File: src/rtl/control_pkg.sv
// Shared encodings for the hardwired control unit: opcodes, FSM states,
// FunSel/mux/register-select codes and the packed control word.
package control_pkg;

    typedef enum logic [2:0] {
        FETCH_L = 3'd0,
        FETCH_H = 3'd1,
        EXEC    = 3'd2,
        EXEC2   = 3'd3,
        HALT    = 3'd4
    } stateT;

    localparam logic [3:0] OP_LD   = 4'h0;
    localparam logic [3:0] OP_ST   = 4'h1;
    localparam logic [3:0] OP_MOVI = 4'h2;
    localparam logic [3:0] OP_ADD  = 4'h3;
    localparam logic [3:0] OP_BRA  = 4'h4;
    localparam logic [3:0] OP_BEQ  = 4'h5;
    localparam logic [3:0] OP_INC  = 4'h6;
    localparam logic [3:0] OP_HALT = 4'h7;

    localparam logic [1:0] FUN_DEC   = 2'b00;
    localparam logic [1:0] FUN_INC   = 2'b01;
    localparam logic [1:0] FUN_LOAD  = 2'b10;
    localparam logic [1:0] FUN_CLEAR = 2'b11;

    localparam logic [1:0] MUX_ALU  = 2'b00;
    localparam logic [1:0] MUX_MEM  = 2'b01;
    localparam logic [1:0] MUX_IMM  = 2'b10;
    localparam logic [1:0] MUX_ARFC = 2'b11;

    localparam logic [1:0] ARF_PC = 2'b00;
    localparam logic [1:0] ARF_AR = 2'b01;
    localparam logic [1:0] ARF_SP = 2'b10;

    localparam logic [3:0] REG_NONE = 4'b0000;
    localparam logic [3:0] REG_PC   = 4'b1000;
    localparam logic [3:0] REG_AR   = 4'b0100;
    localparam logic [3:0] REG_SP   = 4'b0010;
    localparam logic [3:0] REG_ALL  = 4'b1110;

    localparam logic [3:0] ALU_PASS_A = 4'b0000;
    localparam logic [3:0] ALU_ADD    = 4'b0100;

    typedef struct packed {
        logic [2:0] rfOutASel;
        logic [2:0] rfOutBSel;
        logic [1:0] rfFunSel;
        logic [3:0] rfRSel;
        logic [3:0] rfTSel;
        logic [3:0] aluFunSel;
        logic [1:0] arfOutCSel;
        logic [1:0] arfOutDSel;
        logic [1:0] arfFunSel;
        logic [3:0] arfRegSel;
        logic       irLH;
        logic       irEnable;
        logic [1:0] irFunsel;
        logic       memWR;
        logic       memCS;
        logic [1:0] muxASel;
        logic [1:0] muxBSel;
        logic       muxCSel;
    } ctrlWordT;

    // R1..R4 map to RSel 1000..0001.
    function automatic logic [3:0] rxOneHot(input logic [1:0] rx);
        return 4'b1000 >> rx;
    endfunction

    function automatic logic [2:0] rfOutSel(input logic [1:0] r);
        return {1'b0, r};
    endfunction

endpackage

File: src/rtl/control_unit_if.sv
// Control bus between control_unit (master) and the datapath (slave).
interface control_unit_if;

    logic [15:0] IROut;
    logic [3:0]  ALUOutFlag;
    logic [2:0]  RF_OutASel;
    logic [2:0]  RF_OutBSel;
    logic [1:0]  RF_FunSel;
    logic [3:0]  RF_RSel;
    logic [3:0]  RF_TSel;
    logic [3:0]  ALU_FunSel;
    logic [1:0]  ARF_OutCSel;
    logic [1:0]  ARF_OutDSel;
    logic [1:0]  ARF_FunSel;
    logic [3:0]  ARF_RegSel;
    logic        IR_LH;
    logic        IR_Enable;
    logic [1:0]  IR_Funsel;
    logic        Mem_WR;
    logic        Mem_CS;
    logic [1:0]  MuxASel;
    logic [1:0]  MuxBSel;
    logic        MuxCSel;

    modport master (
        input  IROut, ALUOutFlag,
        output RF_OutASel, RF_OutBSel, RF_FunSel, RF_RSel, RF_TSel,
               ALU_FunSel, ARF_OutCSel, ARF_OutDSel, ARF_FunSel, ARF_RegSel,
               IR_LH, IR_Enable, IR_Funsel, Mem_WR, Mem_CS,
               MuxASel, MuxBSel, MuxCSel
    );

    modport slave (
        output IROut, ALUOutFlag,
        input  RF_OutASel, RF_OutBSel, RF_FunSel, RF_RSel, RF_TSel,
               ALU_FunSel, ARF_OutCSel, ARF_OutDSel, ARF_FunSel, ARF_RegSel,
               IR_LH, IR_Enable, IR_Funsel, Mem_WR, Mem_CS,
               MuxASel, MuxBSel, MuxCSel
    );

endinterface

File: src/rtl/control_unit_seq_counter.sv
// 3-bit T-state sequence counter; clear has priority over increment.
module seq_counter (
    input  logic       Clock,
    input  logic       clear,
    input  logic       inc,
    output logic [2:0] count
);

    always_ff @(posedge Clock) begin
        if (clear) begin
            count <= '0;
        end else if (inc) begin
            count <= count + 3'd1;
        end
    end

endmodule

File: src/rtl/control_unit.sv
// Hardwired control unit: fetch (two byte halves), execute and optional
// memory cycle, with an absorbing HALT state.
module control_unit
    import control_pkg::*;
(
    input  logic           Clock,
    input  logic           Reset,
    control_unit_if.master bus,
    output logic [2:0]     SC,
    output logic           Halted
);

    stateT      state;
    stateT      nextState;
    ctrlWordT   cw;
    logic [3:0] opcode;
    logic [1:0] rx;
    logic [1:0] rsrc;
    logic       zFlag;

    assign opcode = bus.IROut[15:12];
    assign rx     = bus.IROut[11:10];
    assign rsrc   = bus.IROut[9:8];
    assign zFlag  = bus.ALUOutFlag[3];

    always_ff @(posedge Clock) begin
        if (Reset) begin
            state <= FETCH_L;
        end else begin
            state <= nextState;
        end
    end

    always_comb begin
        nextState = state;
        cw        = '0;
        cw.memCS  = 1'b1;

        unique case (state)
            FETCH_L, FETCH_H: begin
                cw.arfOutDSel = ARF_PC;
                cw.memCS      = 1'b0;
                cw.irEnable   = 1'b1;
                cw.irLH       = (state == FETCH_H);
                cw.irFunsel   = FUN_LOAD;
                cw.arfRegSel  = REG_PC;
                cw.arfFunSel  = FUN_INC;
                nextState     = (state == FETCH_L) ? FETCH_H : EXEC;
            end

            EXEC: begin
                nextState = FETCH_L;
                case (opcode)
                    OP_LD, OP_ST: begin
                        cw.muxBSel   = MUX_IMM;
                        cw.arfRegSel = REG_AR;
                        cw.arfFunSel = FUN_LOAD;
                        nextState    = EXEC2;
                    end
                    OP_MOVI: begin
                        cw.muxASel  = MUX_IMM;
                        cw.rfFunSel = FUN_LOAD;
                        cw.rfRSel   = rxOneHot(rx);
                    end
                    OP_ADD: begin
                        cw.rfOutASel = rfOutSel(rx);
                        cw.rfOutBSel = rfOutSel(rsrc);
                        cw.aluFunSel = ALU_ADD;
                        cw.muxASel   = MUX_ALU;
                        cw.rfFunSel  = FUN_LOAD;
                        cw.rfRSel    = rxOneHot(rx);
                    end
                    OP_BRA, OP_BEQ: begin
                        // BEQ falls through as a plain branch when Z is set.
                        if (opcode == OP_BRA || zFlag) begin
                            cw.muxBSel   = MUX_IMM;
                            cw.arfRegSel = REG_PC;
                            cw.arfFunSel = FUN_LOAD;
                        end
                    end
                    OP_INC: begin
                        cw.rfFunSel = FUN_INC;
                        cw.rfRSel   = rxOneHot(rx);
                    end
                    OP_HALT: begin
                        nextState = HALT;
                    end
                    default: begin
                    end
                endcase
            end

            EXEC2: begin
                nextState     = FETCH_L;
                cw.arfOutDSel = ARF_AR;
                cw.memCS      = 1'b0;
                if (opcode == OP_LD) begin
                    cw.muxASel  = MUX_MEM;
                    cw.rfFunSel = FUN_LOAD;
                    cw.rfRSel   = rxOneHot(rx);
                end else begin
                    cw.rfOutASel = rfOutSel(rx);
                    cw.aluFunSel = ALU_PASS_A;
                    cw.memWR     = 1'b1;
                end
            end

            HALT: begin
                nextState = HALT;
            end

            default: begin
                nextState = FETCH_L;
            end
        endcase

        // Reset overrides whatever the current state asked for, so an
        // in-flight store can never write while Reset is high.
        if (Reset) begin
            cw           = '0;
            cw.memCS     = 1'b1;
            cw.rfFunSel  = FUN_CLEAR;
            cw.rfRSel    = '1;
            cw.rfTSel    = '1;
            cw.arfFunSel = FUN_CLEAR;
            cw.arfRegSel = REG_ALL;
        end
    end

    assign Halted = (state == HALT) && !Reset;

    seq_counter seqCounter (
        .Clock (Clock),
        .clear (Reset || (nextState == FETCH_L)),
        .inc   (state != HALT),
        .count (SC)
    );

    assign bus.RF_OutASel  = cw.rfOutASel;
    assign bus.RF_OutBSel  = cw.rfOutBSel;
    assign bus.RF_FunSel   = cw.rfFunSel;
    assign bus.RF_RSel     = cw.rfRSel;
    assign bus.RF_TSel     = cw.rfTSel;
    assign bus.ALU_FunSel  = cw.aluFunSel;
    assign bus.ARF_OutCSel = cw.arfOutCSel;
    assign bus.ARF_OutDSel = cw.arfOutDSel;
    assign bus.ARF_FunSel  = cw.arfFunSel;
    assign bus.ARF_RegSel  = cw.arfRegSel;
    assign bus.IR_LH       = cw.irLH;
    assign bus.IR_Enable   = cw.irEnable;
    assign bus.IR_Funsel   = cw.irFunsel;
    assign bus.Mem_WR      = cw.memWR;
    assign bus.Mem_CS      = cw.memCS;
    assign bus.MuxASel     = cw.muxASel;
    assign bus.MuxBSel     = cw.muxBSel;
    assign bus.MuxCSel     = cw.muxCSel;

endmodule

File: src/flat_wrapper.sv
// flat-port wrapper written by rule: the top's interface ports become plain ports
module control_unit_flat import control_pkg::*;
  (Clock, Reset, SC, Halted, bus_IROut, bus_ALUOutFlag, bus_RF_OutASel, bus_RF_OutBSel, bus_RF_FunSel, bus_RF_RSel, bus_RF_TSel, bus_ALU_FunSel, bus_ARF_OutCSel, bus_ARF_OutDSel, bus_ARF_FunSel, bus_ARF_RegSel, bus_IR_LH, bus_IR_Enable, bus_IR_Funsel, bus_Mem_WR, bus_Mem_CS, bus_MuxASel, bus_MuxBSel, bus_MuxCSel);
  control_unit_if bus_i ();
  input  logic Clock;
  input  logic Reset;
  output logic [2:0] SC;
  output logic Halted;
  input wire logic [$bits(bus_i.IROut)-1:0] bus_IROut;
  input wire logic [$bits(bus_i.ALUOutFlag)-1:0] bus_ALUOutFlag;
  output wire logic [$bits(bus_i.RF_OutASel)-1:0] bus_RF_OutASel;
  output wire logic [$bits(bus_i.RF_OutBSel)-1:0] bus_RF_OutBSel;
  output wire logic [$bits(bus_i.RF_FunSel)-1:0] bus_RF_FunSel;
  output wire logic [$bits(bus_i.RF_RSel)-1:0] bus_RF_RSel;
  output wire logic [$bits(bus_i.RF_TSel)-1:0] bus_RF_TSel;
  output wire logic [$bits(bus_i.ALU_FunSel)-1:0] bus_ALU_FunSel;
  output wire logic [$bits(bus_i.ARF_OutCSel)-1:0] bus_ARF_OutCSel;
  output wire logic [$bits(bus_i.ARF_OutDSel)-1:0] bus_ARF_OutDSel;
  output wire logic [$bits(bus_i.ARF_FunSel)-1:0] bus_ARF_FunSel;
  output wire logic [$bits(bus_i.ARF_RegSel)-1:0] bus_ARF_RegSel;
  output wire logic [$bits(bus_i.IR_LH)-1:0] bus_IR_LH;
  output wire logic [$bits(bus_i.IR_Enable)-1:0] bus_IR_Enable;
  output wire logic [$bits(bus_i.IR_Funsel)-1:0] bus_IR_Funsel;
  output wire logic [$bits(bus_i.Mem_WR)-1:0] bus_Mem_WR;
  output wire logic [$bits(bus_i.Mem_CS)-1:0] bus_Mem_CS;
  output wire logic [$bits(bus_i.MuxASel)-1:0] bus_MuxASel;
  output wire logic [$bits(bus_i.MuxBSel)-1:0] bus_MuxBSel;
  output wire logic [$bits(bus_i.MuxCSel)-1:0] bus_MuxCSel;
  assign bus_i.IROut = bus_IROut;
  assign bus_i.ALUOutFlag = bus_ALUOutFlag;
  assign bus_RF_OutASel = bus_i.RF_OutASel;
  assign bus_RF_OutBSel = bus_i.RF_OutBSel;
  assign bus_RF_FunSel = bus_i.RF_FunSel;
  assign bus_RF_RSel = bus_i.RF_RSel;
  assign bus_RF_TSel = bus_i.RF_TSel;
  assign bus_ALU_FunSel = bus_i.ALU_FunSel;
  assign bus_ARF_OutCSel = bus_i.ARF_OutCSel;
  assign bus_ARF_OutDSel = bus_i.ARF_OutDSel;
  assign bus_ARF_FunSel = bus_i.ARF_FunSel;
  assign bus_ARF_RegSel = bus_i.ARF_RegSel;
  assign bus_IR_LH = bus_i.IR_LH;
  assign bus_IR_Enable = bus_i.IR_Enable;
  assign bus_IR_Funsel = bus_i.IR_Funsel;
  assign bus_Mem_WR = bus_i.Mem_WR;
  assign bus_Mem_CS = bus_i.Mem_CS;
  assign bus_MuxASel = bus_i.MuxASel;
  assign bus_MuxBSel = bus_i.MuxBSel;
  assign bus_MuxCSel = bus_i.MuxCSel;
  control_unit u_core (.Clock(Clock), .Reset(Reset), .bus(bus_i), .SC(SC), .Halted(Halted));
endmodule
File: config.mk
export PLATFORM = sky130hd
export DESIGN_NAME = control_unit_flat
export DESIGN_NICKNAME = d
export VERILOG_FILES = /design/src/rtl/control_pkg.sv /design/src/rtl/control_unit_if.sv /design/src/rtl/control_unit_seq_counter.sv /design/src/rtl/control_unit.sv /design/src/flat_wrapper.sv
export SDC_FILE = /design/constraint.sdc
export NUM_CORES = 1
export LEC_CHECK = 0
export BUFFER_PORTS_ARGS = -buffer_cell sky130_fd_sc_hd__buf_2
export CAP_MARGIN = 10
export CORE_AREA = 3 3 50 52
export CTS_CLUSTER_DIAMETER = 120
export CTS_CLUSTER_SIZE = 10
export DETAILED_ROUTE_END_ITERATION = 8
export DIE_AREA = 0 0 53 55
export GPL_TIMING_DRIVEN = 0
export PLACE_DENSITY = 0.77
export SYNTH_ARGS = -nofsm -noshare
export SYNTH_HDL_FRONTEND = slang
export SYNTH_SLANG_ARGS = --single-unit
File: constraint.sdc
create_clock -name Clock -period 2.15 [get_ports Clock]
set_input_delay 0.3225 -clock Clock [delete_from_list [all_inputs] [get_ports Clock]]
set_output_delay 0.3225 -clock Clock [all_outputs]
set_load 0.05 [all_outputs]
==> impl_results.md <==
- Run status: finished, violations left
- Failing checks: setup timing
- P_leak: 0.6325 nW
- I/O pin cnt: 67
- Maximum operating frequency: 0.4590 GHz
- Die width: 53 µm
- FF-to-FF Start: u_core.state[1]
- Post-Synthesis Mean Instance Area: 6.936 µm²
- Period utilisation layout: 1.013
- Clk sinks: 6
- Layout cells sized above 1: 0.5230
- Overall global routing resource usage: 0.1471
- Worst min path class: register to register
- Crit. End Element: output port
- Asr flop ratio synth: 0
- Buf+Inv Stages, Crit Path: 2
- Final nets: 199
- # diodes: 0
- Met3 Use GR: 0.04290
- GRT overflow: 0
- Initial antenna violation count: 0
- Synthesis-to-layout area growth: 59.18%
- Drt first pass iters: 4
- Routed length per instance: 11.47 µm
- First-pass GRT wire length: 3.215 mm
- TritonCTS clock tree: built
- Top delay family on crit path: simple AND/OR/NAND/NOR gates
- Global routing usage on met1: 0.1804
- Cell Chain, Critical Path: buf_6, or4b_4, a311oi_2, and2_4, buf_8
- Total number of vias: 957
- DR iter-0 viols: 10
- TritonCTS buffer count: 3
- Synth Register Bits: 6
- Clock transition at path regs: 0.05 ns
- Post-route ant nets: 0
- Main flop type after synthesis: dfxtp_1
- CP max-delay cell: or4b_4
- Clock Skews: 0.01030 ns
- Rows: 17
- Hold_ws: 0.5027 ns
- Met2 Usage GRT: 0.2521
- Overall routed net length: 2.316 mm
- Port bufs: 41
- Placed Area: 1090 µm²
- Routability congestion estimate: 0.8376
- CP peak stage delay: 0.53 ns
- Critical Path RT: 1.83 ns
- Core area: 2148 µm²
- Register area share after synthesis: 0.1519
- Pwr dens: 455.3 nW/µm²
- Max-Cap Viols: 0
- Reg2Reg Setup Slack: 0.72 ns
- Dpl cells: 194
- Critical path depth in cells: 5
- Post-route cell area: 1259 µm²
- CP Class: register to output port
- Pin count of the biggest net entering global routing: 11
- CP endpoint: bus_MuxBSel[1]
- Max Root-Sink Buffers: 2
- Worst reg2reg endpoint: u_core.seqCounter.count[1]
- Root Buffer: clkbuf_4
- Starting density of the core: 0.3681
- R2r worst-path depth: 6
- Count of different cell masters after synthesis: 37
- CP Launch Point: u_core.state[2]
- Cells after Synth: 114
- Hold Vio Cnt, Final: 0
- Final WS setup: -0.02881 ns
- Number of flops mapped to enable cells by yosys: 0
- Residual DRC: 0
- Max IR drop VDD: 375.5 µV
- Place WS: 0.07728 ns
- Worst-Skew Late Latency: 0.27 ns
- Synthesized area: 790.8 µm²
- Non-Filler Instances: 202
- DIE AREA: 2915 µm²
- Critical Path Fanout Max: 5
- CP arrival: 1.86 ns
- Via/cell ratio: 4.738
- HPWL Detailed: 1.687 mm
- Fin crit period: 2.179 ns
- Vias in the first global route: 751
- Max-slew violation count: 0
- Layer with the highest usage: met2
- Final setup violation count: 2
- Die Y: 55 µm
- Synth warn: 0
- RSZ-0062 raised after global routing: yes
- Critical path launch point type: register
- H-tree levels: 1
-- worst reg2reg max path, cell delays in order (launching register included) --
cell	delay, ns
dfxtp_1	0.31
buf_6	0.12
buf_4	0.14
or3b_1	0.34
clkbuf_1	0.16
mux2i_1	0.16
a21oi_1	0.06
-- final cells by class --
cell class | instances | area [µm²]
fillers | 202 | 889.6
multi-input cells | 83 | 579.3
repair buffers | 47 | 276.5
plain buffers | 27 | 192.7
flip-flops and latches | 6 | 122.6
well taps | 28 | 35.03
inverters | 8 | 30.03
clock buffers | 3 | 22.52
-- metrics by stage --
stage | TNS, ns | power (mW) | util
final | -0.04420 | 0.5731 | 0.5859
after global routing | -0.2311 | 0.6076 | 0.5859
after CTS | 0 | 0.5523 | 0.5323
after detailed placement | 0 | 0.4316 | 0.5073
after global placement | 0 | 0.4258 | 0.5073
after floorplan | -1.783 | 0.3777 | -
-- power by group --
| group | internal, mW | leakage, nW | switching (mW) |
|---|---|---|---|
| clock network | 0.0639 | 0.0138 | 0.0520 |
| registers | 0.122 | 0.0501 | 0.00859 |
| logic | 0.0950 | 0.569 | 0.231 |
-- cells by family (layout without fill, tap and decap cells) --
family / after synthesis / in the layout / synth area share
xor+xnor: 1 / 1 / 0.01108
compound gates: 22 / 22 / 0.1962
fa+ha+maj: 1 / 1 / 0.01582
flops: 6 / 6 / 0.1519
mux: 1 / 1 / 0.01266
other cells: 1 / 12 / 0.004742
simple gates: 46 / 46 / 0.3370
buf+inv: 36 / 85 / 0.2706
-- state kept, by name, indices dropped and copies added, names as in the netlist --
register,cells
u_core.seqCounter.count,3
u_core.state,3
-- layer usage --
| metal | routed length, µm | part of all wire |
|---|---|---|
| met4 | 30 | 0.013 |
| met1 | 996 | 0.43 |
| met5 | 0 | 0 |
| met3 | 198 | 0.085 |
| met2 | 1091 | 0.47 |
-- placed cells by master, fill, tap and decap left out, types with 3 or more instances in the layout --
cell type	count
a21oi_1	6
buf_2	36
buf_4	28
buf_6	4
clkbuf_1	5
clkbuf_4	3
conb_1	12
dfxtp_1	4
inv_1	8
nand2_1	10
nand4_1	4
nor2_1	6
nor3_1	3
nor3_2	3
o21ai_0	3
o311ai_2	3
or3_1	3
-- synthesized netlist by cell type (all sizes together) (2+ instances only) --
cell / count / area [µm²]
nor2b: 2 / 12.51
nand2: 10 / 37.54
inv: 8 / 30.03
or3: 3 / 18.77
nand4: 4 / 25.02
clkbuf: 6 / 22.52
o311ai: 4 / 35.04
nor3: 6 / 30.03
and2: 3 / 18.77
buf: 22 / 161.4
a21boi: 2 / 15.02
o21ai: 4 / 20.02
nor2: 6 / 22.52
a21oi: 6 / 30.03
nor3b: 5 / 37.54
dfxtp: 6 / 120.1
-- how the worst min path moves through the flow --
stage                                     startpoint                          to  slack, ns  cells past startpoint
after floorplan                      u_core.state[1]             u_core.state[0]       0.60                      2
after global placement    u_core.seqCounter.count[2]  u_core.seqCounter.count[2]       0.48                      2
after detailed placement  u_core.seqCounter.count[2]  u_core.seqCounter.count[2]       0.50                      2
after CTS                              bus_IROut[15]             u_core.state[2]       0.50                      4
after global routing                   bus_IROut[15]             u_core.state[2]       0.54                      4
final                     u_core.seqCounter.count[2]  u_core.seqCounter.count[2]       0.50                      2
-- repair_timing --
| item | in CTS | in global routing |
|---|---|---|
| setup buffers | 0 | 6 |
| pin swaps | 1 | 5 |
| hold endpoints to repair | 0 | 0 |
| gates resized for setup | 11 | 14 |
| setup endpoints to repair | 8 | 7 |
| hold buffers | 0 | 0 |
No activity file was read; power rests on OpenSTA's default activity.
